[src/rtl/mem_stage_ctrl.sv]
// mem_stage_ctrl: memory-stage controller for the 5-stage pipeline.
//
// Turns the EX/MEM load/store controls into a req/ack transaction on a
// variable-latency data-memory port. It stalls the front of the pipeline while
// an access is outstanding, and registers the MEM/WB fields, including the
// load data.
//
// Parameters:
//   TIMEOUT  max WAIT cycles without dmem_ack before the access is aborted (1..255)
//
// Optional feature (compile-time macro):
//   MEM_ALIGN_CHECK_EN  when defined, an access with aluResult_EX_MEM[1:0] != 0
//                       issues no request, retires as a bubble and pulses misalign.
//                       When undefined, misalign is tied to 0.
//
// Ports:
//   clk, reset                     clock, synchronous active-high reset
//   *_EX_MEM                       EX/MEM pipeline fields (controls, rd, address, store data)
//   dmem_req/we/addr/wdata         registered memory request (held stable until ack/timeout)
//   dmem_rdata, dmem_ack           memory response
//   stall                          combinational; holds PC, IF/ID, ID/EX, EX/MEM
//   *_MEM_WB                       MEM/WB pipeline fields
//   bus_err                        sticky access-timeout flag
//   misalign                       one-cycle misaligned-access pulse
module mem_stage_ctrl #(
    parameter int unsigned TIMEOUT = 16
) (
    input  logic        clk,
    input  logic        reset,
    input  logic        regWrite_EX_MEM,
    input  logic        memWrite_EX_MEM,
    input  logic        memRead_EX_MEM,
    input  logic        memToReg_EX_MEM,
    input  logic        jump_EX_MEM,
    input  logic [4:0]  rd_EX_MEM,
    input  logic [31:0] aluResult_EX_MEM,
    input  logic [31:0] data2_EX_MEM,
    output logic        dmem_req,
    output logic        dmem_we,
    output logic [31:0] dmem_addr,
    output logic [31:0] dmem_wdata,
    input  logic [31:0] dmem_rdata,
    input  logic        dmem_ack,
    output logic        stall,
    output logic        regWrite_MEM_WB,
    output logic        memToReg_MEM_WB,
    output logic        jump_MEM_WB,
    output logic [4:0]  rd_MEM_WB,
    output logic [31:0] aluResult_MEM_WB,
    output logic [31:0] readData_MEM_WB,
    output logic        bus_err,
    output logic        misalign
);

    localparam logic [7:0] CntLast = 8'(TIMEOUT - 1);

    typedef enum logic [0:0] {StIdle, StWait} state_e;

    state_e      state_q, state_d;
    logic [7:0]  count_q, count_d;

    logic        acc;
    logic        misaligned;
    logic        issue;       // start a request on this edge
    logic        done;        // request ends on this edge (ack or timeout)
    logic        timeout;
    logic        capture;     // MEM/WB takes EX/MEM fields; otherwise a bubble
    logic [31:0] wb_rdata;

    assign acc = memRead_EX_MEM | memWrite_EX_MEM;

`ifdef MEM_ALIGN_CHECK_EN
    assign misaligned = (aluResult_EX_MEM[1:0] != 2'b00);
`else
    assign misaligned = 1'b0;
`endif

    always_comb begin
        state_d = state_q;
        count_d = count_q;
        stall   = 1'b0;
        issue   = 1'b0;
        done    = 1'b0;
        timeout = 1'b0;
        capture = 1'b0;
        unique case (state_q)
            StIdle: begin
                if (!acc) begin
                    capture = 1'b1;
                end else if (!misaligned) begin
                    stall   = 1'b1;
                    issue   = 1'b1;
                    count_d = 8'd0;
                    state_d = StWait;
                end
                // a misaligned access falls through as a bubble without stalling
            end
            StWait: begin
                // ack wins over a timeout landing in the same cycle
                if (dmem_ack) begin
                    capture = 1'b1;
                    done    = 1'b1;
                    state_d = StIdle;
                end else if (count_q == CntLast) begin
                    timeout = 1'b1;
                    done    = 1'b1;
                    state_d = StIdle;
                end else begin
                    stall   = 1'b1;
                    count_d = count_q + 8'd1;
                end
            end
            default: state_d = StIdle;
        endcase
    end

    // Only a completed read returns memory data; everything else writes back zero.
    assign wb_rdata = (state_q == StWait && !memWrite_EX_MEM) ? dmem_rdata : 32'd0;

    always_ff @(posedge clk) begin
        if (reset) begin
            state_q          <= StIdle;
            count_q          <= 8'd0;
            dmem_req         <= 1'b0;
            dmem_we          <= 1'b0;
            dmem_addr        <= 32'd0;
            dmem_wdata       <= 32'd0;
            regWrite_MEM_WB  <= 1'b0;
            memToReg_MEM_WB  <= 1'b0;
            jump_MEM_WB      <= 1'b0;
            rd_MEM_WB        <= 5'd0;
            aluResult_MEM_WB <= 32'd0;
            readData_MEM_WB  <= 32'd0;
            bus_err          <= 1'b0;
        end else begin
            state_q <= state_d;
            count_q <= count_d;

            if (issue) begin
                dmem_req   <= 1'b1;
                dmem_we    <= memWrite_EX_MEM;
                dmem_addr  <= aluResult_EX_MEM;
                dmem_wdata <= data2_EX_MEM;
            end else if (done) begin
                dmem_req <= 1'b0;
            end

            if (timeout) begin
                bus_err <= 1'b1;
            end

            if (capture) begin
                regWrite_MEM_WB  <= regWrite_EX_MEM;
                memToReg_MEM_WB  <= memToReg_EX_MEM;
                jump_MEM_WB      <= jump_EX_MEM;
                rd_MEM_WB        <= rd_EX_MEM;
                aluResult_MEM_WB <= aluResult_EX_MEM;
                readData_MEM_WB  <= wb_rdata;
            end else begin
                // bubble: kill controls, data fields keep their prior values
                regWrite_MEM_WB <= 1'b0;
                memToReg_MEM_WB <= 1'b0;
                jump_MEM_WB     <= 1'b0;
            end
        end
    end

`ifdef MEM_ALIGN_CHECK_EN
    always_ff @(posedge clk) begin
        if (reset) begin
            misalign <= 1'b0;
        end else begin
            misalign <= (state_q == StIdle) && acc && misaligned;
        end
    end
`else
    assign misalign = 1'b0;
`endif

endmodule

[config.mk]
export PLATFORM = sky130hd
export DESIGN_NAME = mem_stage_ctrl
export DESIGN_NICKNAME = d
export VERILOG_FILES = /design/src/rtl/mem_stage_ctrl.sv
export SDC_FILE = /design/constraint.sdc
export NUM_CORES = 1
export LEC_CHECK = 0
export BUFFER_PORTS_ARGS = -buffer_cell sky130_fd_sc_hd__buf_2
export CELL_PAD_IN_SITES_DETAIL_PLACEMENT = 1
export CELL_PAD_IN_SITES_GLOBAL_PLACEMENT = 1
export CORE_MARGIN = 2
export CORE_UTILIZATION = 32
export CTS_CLUSTER_DIAMETER = 60
export DETAILED_ROUTE_END_ITERATION = 6
export PLACE_DENSITY = 0.86
export REMOVE_ABC_BUFFERS = 1
export SLEW_MARGIN = 20
export SYNTH_ARGS = -nofsm -noshare
export SYNTH_HDL_FRONTEND = slang
export SYNTH_SLANG_ARGS = --single-unit
[constraint.sdc]
create_clock -name clk -period 1.9 [get_ports clk]
set_input_delay 0.095 -clock clk [delete_from_list [all_inputs] [get_ports clk]]
set_output_delay 0.095 -clock clk [all_outputs]
set_load 0.01 [all_outputs]
**Word-level counts from Yosys, hierarchy flattened**

Cells that the tools add are included.

- $add $sub $neg: 1
- Equality and inequality tests: 4
- Muxes and demuxes: 20
- Bitwise logic cells: 3
- Reductions and logical operators: 5

Operators with widths:

| kind | number |
|---|---|
| $mux W32 | 1 |
| $mux W8 | 3 |
| $pmux W8 S2 | 1 |
| $mux W1 | 13 |
| $add A8 B1 Y8 const B | 1 |
| $eq A8 B4 Y1 const B | 1 |
| $ne A2 B2 Y1 const B | 3 |
| $pmux W1 S2 | 2 |
| $reduce_and A3 Y1 | 1 |
| $not A1 Y1 | 2 |
| $reduce_bool A2 Y1 | 1 |
| $reduce_or A2 Y1 | 1 |
| $logic_and A1 B1 Y1 | 1 |
| $logic_not A1 Y1 | 1 |
| $or A1 B1 Y1 | 1 |

- Flip-flop bits (word level): 148
- Input port bits: 109
- Output and inout port bits: 141
- Logic and storage cells: 46

**Logic depth before layout (Yosys ltp)**

- Depth in word-level cells: 6
- Depth in mapped cells: 6
- Gate-level depth less buffers: 5

**Least setup slack after synthesis**

No wires, ideal clock.

- Path type: register to register
- Start point: reg count_q[0]
- End point: reg count_q[5]
- Setup time: 0.074 ns
- Arrival: 1.325 ns
- Data required time: 1.826 ns
- Slack: 0.501 ns
- Cell stages (with the launch flop): 7
- Buffers on the path: 1
- Period minus slack after synthesis: 1.399 ns
- Cells stage by stage: dfxtp_1 -> ha_1 -> nand4b_4 -> o21ai_4 -> buf_6 -> or3_1 -> a31oi_1

- Longest elaborated chain between the ends: 4
- Elaborated cells on any way between the ends: 7
- Classes of those cells: 1 x add/sub; 2 x eq/ne; 3 x mux; 1 x reduce/logical

Ends and longest elaborated chain:

| item | line | text |
|---|---|---|
| from (decl) | 60 | `logic [7:0] count_q, count_d;` |
| from (signal assigned) | 137 | `count_q <= count_d;` |
| $add A8 B1 Y8 | 110 | `count_d = count_q + 8'd1;` |
| $mux W8 | 104 | `end else if (count_q == CntLast) begin` |
| $mux W8 | 100 | `if (dmem_ack) begin` |
| $pmux W8 S2 | 86 | `unique case (state_q)` |

Several ways; a longest one is shown, not always the timed one. The select of a mux whose other input is x is not followed.
A chain may end at the register's enable or synchronous reset.

**Worst setup path after layout**

- Start point: reg count_q[0]
- End point: out stall

- Longest elaborated chain between the ends: 4

Ends and longest elaborated chain:

| item | line | text |
|---|---|---|
| $eq A8 B4 Y1 | 104 |  |
| $mux W1 | 104 |  |
| $mux W1 | 100 |  |
| $pmux W1 S2 | 86 |  |
| to (decl) | 44 | `output logic stall,` |

Every way passes these cells.

==> metrics.csv <==
stage;metric;value;unit
floorplanning;start_util;32.5;%
run_status;status;complete, no violations;
route;drc_errors;0;
global_routing;grt_use_met3;4.64;%
clock_network;htreeDepth;4;
timing;rsz0062_at_grt;false;
route;drt_first_pass_iters;4;
critical_path;endpoint_kind;primary output;
synth;synth_simple_gate_area_share;24.3;%
synth;synth_top_cell_by_area;dfxtp_1;
synth;yosysUniqueCellTypes;38;
route;drt.antenna.violating_nets;0;
hold_path;hold_class;input pin to flip-flop;
critical_path;start_kind;flip-flop;
synth;syn_area;5330;um^2
global_routing;grt_pass1_vias;6611;
floorplanning;fp.dieW;133;um
clock_network;path_clk_slew;0.06;ns
cells_and_area;drive_gt1_share;30.5;%
timing;max_freq;0.565;GHz
timing;hold_viol;0;
critical_path;path_class;flip-flop to primary output;
synth;async_flop_share;0;%
timing;hold_slack;0.0913;ns
clock_network;cts_tree;done;
synth;synth.area.mux_share;0;%
cells_and_area;fill_cells;1987;
timing;relSlewSlack;62.1;%
cells_and_area;final_common_cell;buf_2;
timing;tightest_slew;0.568;ns
global_routing;grt_max_degree;53;
critical_path;timing.rr.start;state_q$_SDFF_PP0_;
route;via_per_inst;4.88;
timing;fin_crit_sh;93.2;%
place;port_buffers;248;
synth;syn_inst;662;
cells_and_area;ff_latch_area;2960;um^2
floorplanning;die_area;17700;um^2
job;cap_violations;0;
floorplanning;die_h;133;um
synth;synthXorXnorAreaFrac;0;%
critical_path;cpMaxStageDelayCell;dfxtp_1;
synth;ys_seq_elements;148;
synth;synth_ff_type;dfxtp_1;
power;powerDensity;978;nW/um^2
timing;final_max_slew_viol_count;0;
critical_path;crit_required;1.80;ns
route;drt-initial-drc-count;196;
critical_path;crit_family;flip-flops;
global_routing;gr-usage-met1;25.9;%
synth;ys_seq_area_share;55.6;%
global_routing;grt_first_pass_wirelength;34100;um
synth;synthTopCellsByArea;dfxtp_1 (56%), nand2_1 (17%), a21oi_1 (13%), nand3_1 (3.7%), clkbuf_1 (2.0%);
timing;final-setup-viol-count;0;
clock_network;clock_sinks;148;
place;hpwl;11900;um
synth;syn_avg_cell_area;8.06;um^2
critical_path;path_cells;ha_1 > nand4b_4 > o21ai_4 > nand2_4 > buf_2;
floorplanning;rows;47;
synth;synth_top_family_by_area;simple AND/OR/NAND/NOR gates;
clock_network;numCtsBuffers;17;
synth;synth-edff-count;0;
global_routing;antenna_found_initial;1;
clock_network;cts_buffer_depth;2;
critical_path;critPathMaxStageDelay;0.39;ns
clock_network;root_buffer;clkbuf_16;
clock_network;clock_latency;0.41;ns
cells_and_area;final_cell_mix;buf_2 (247), nand2_1 (237), dfxtp_1 (147), a21oi_1 (137), dlygate4sd3_1 (105);
hold_path;min_from;memRead_EX_MEM;
synth;synth_top_cell_area_share;55.6;%
cells_and_area;multi_input_comb_area;2140;um^2
critical_path;crit_start;count_q[0]$_SDFFE_PP0P_;
synth;synth_fa_ha_area_share;0.235;%
critical_path;cp_max_fo;5;
cells_and_area;area_growth;60.5;%
power;ir_drop;0.000572;V
critical_path;worstPathArrival;1.68;ns
route;wl_per_cell;17.3;um
place;gp_congestion;0.751;
route;wl;21400;um
global_routing;grt.busiest_layer;met2;
global_routing;grt_usage;24.2;%
floorplanning;io_pins;250;
timing;period_needed;1.77;ns
critical_path;critPathBufInv;1;
route;route.vias.total;6016;
power;totalPowerFinal;8.37;mW
global_routing;grtUsageMet2;44.4;%
global_routing;overflow;0;
power;leakage;3.90;nW
cells_and_area;nNetsFinal;1108;
floorplanning;coreArea;16400;um^2
synth;yosysWarnings;0;
timing;fin_skew;0.00923;ns
synth;synth-compound-area-share;15.0;%
worst min-delay path, delay by kind of cell:
kind	cells	cell delay (ns)
buffers and inverters	2	0.18
AO/OA/AOI/OAI	2	0.19
final timing paths:
kind	cells past startpoint	end	slack, ns
max reg2reg	5	readData_MEM_WB[3]$_SDFFE_PP0P_	0.22
min	4	dmem_we$_SDFFE_PP0P_	0.09
min reg2reg	2	readData_MEM_WB[6]$_SDFFE_PP0P_	0.45
max	5	stall	0.13
power breakdown:
| part | internal [mW] | leakage (nW) | switching, mW | total, mW |
|---|---|---|---|---|
| registers | 3.29 | 1.21 | 0.101 | 3.39 |
| logic | 0.542 | 2.36 | 0.706 | 1.25 |
| clock network | 2.39 | 0.323 | 1.34 | 3.73 |
final cells by class:
| class | instances | share of cell area (%) |
|---|---|---|
| diodes | 1 | 0.0292 |
| repair buffers | 370 | 29.3 |
| inverters | 2 | 0.0877 |
| multi-input cells | 459 | 25.0 |
| clock buffers | 22 | 5.77 |
| well taps | 220 | 3.22 |
| flip-flops and latches | 148 | 34.6 |
| clock inverters | 10 | 1.96 |
cells in the mapped netlist, types with 2 or more instances:
library cell / count
nor2_1: 4
nand2b_1: 3
o21ai_0: 4
dfxtp_1: 148
inv_1: 2
nand3_1: 39
nor3b_1: 6
clkbuf_1: 29
nand2_1: 238
buf_2: 21
nor3_1: 2
a21oi_1: 137
a31oi_1: 3
or3_1: 2
kinds of logic (layout without fill, tap and decap cells):
group                      count (synthesis)  after routing
AOI/OAI and AO/OA                        152            152
adders and majority gates                  1              1
buffers and inverters                     55            404
DFF                                      148            148
other                                      1              2
and+or+nand+nor                          305            305
stage by stage:
| step | cells | worst slack (ns) | util [%] | setup TNS, ns | cell area [um^2] |
|---|---|---|---|---|---|
| global route | 1232 | 0.0174 | 52.2 | 0 | 8560 |
| detailed placement | 1093 | 0.328 | 41.7 | 0 | 6830 |
| global placement | 1093 | 0.378 | 41.7 | 0 | 6830 |
| finish | 1232 | 0.129 | 52.2 | 0 | 8560 |
| floorplan | 609 | -3.21 | - | -306.65 | 5090 |
| CTS | 1231 | 0.0785 | 52.1 | 0 | 8550 |
state kept, by name (all words and copies together), names as in the netlist, 5 cells and up:
| name | cells |
|---|---|
| rd_MEM_WB | 5 |
| count_q | 8 |
| dmem_addr | 32 |
| aluResult_MEM_WB | 32 |
| readData_MEM_WB | 32 |
| dmem_wdata | 32 |
routing by layer:
metal / share of wire, % / wire length (um) / up-vias
met2: 52 / 11200 / 201
li1: - / - / 2849
met5: 0 / 0 / -
met4: 5.5 / 1180 / 0
met1: 38 / 8110 / 2887
met3: 4.1 / 881 / 79
what timing repair did:
action,CTS,global route
resized for setup,0,1
hold buffers,105,0
endpoints found under the setup margin,1,1
hold endpoints to repair,137,0
pin swaps,1,0
setup buffers,1,0
No activity file was read; power rests on OpenSTA's default activity.
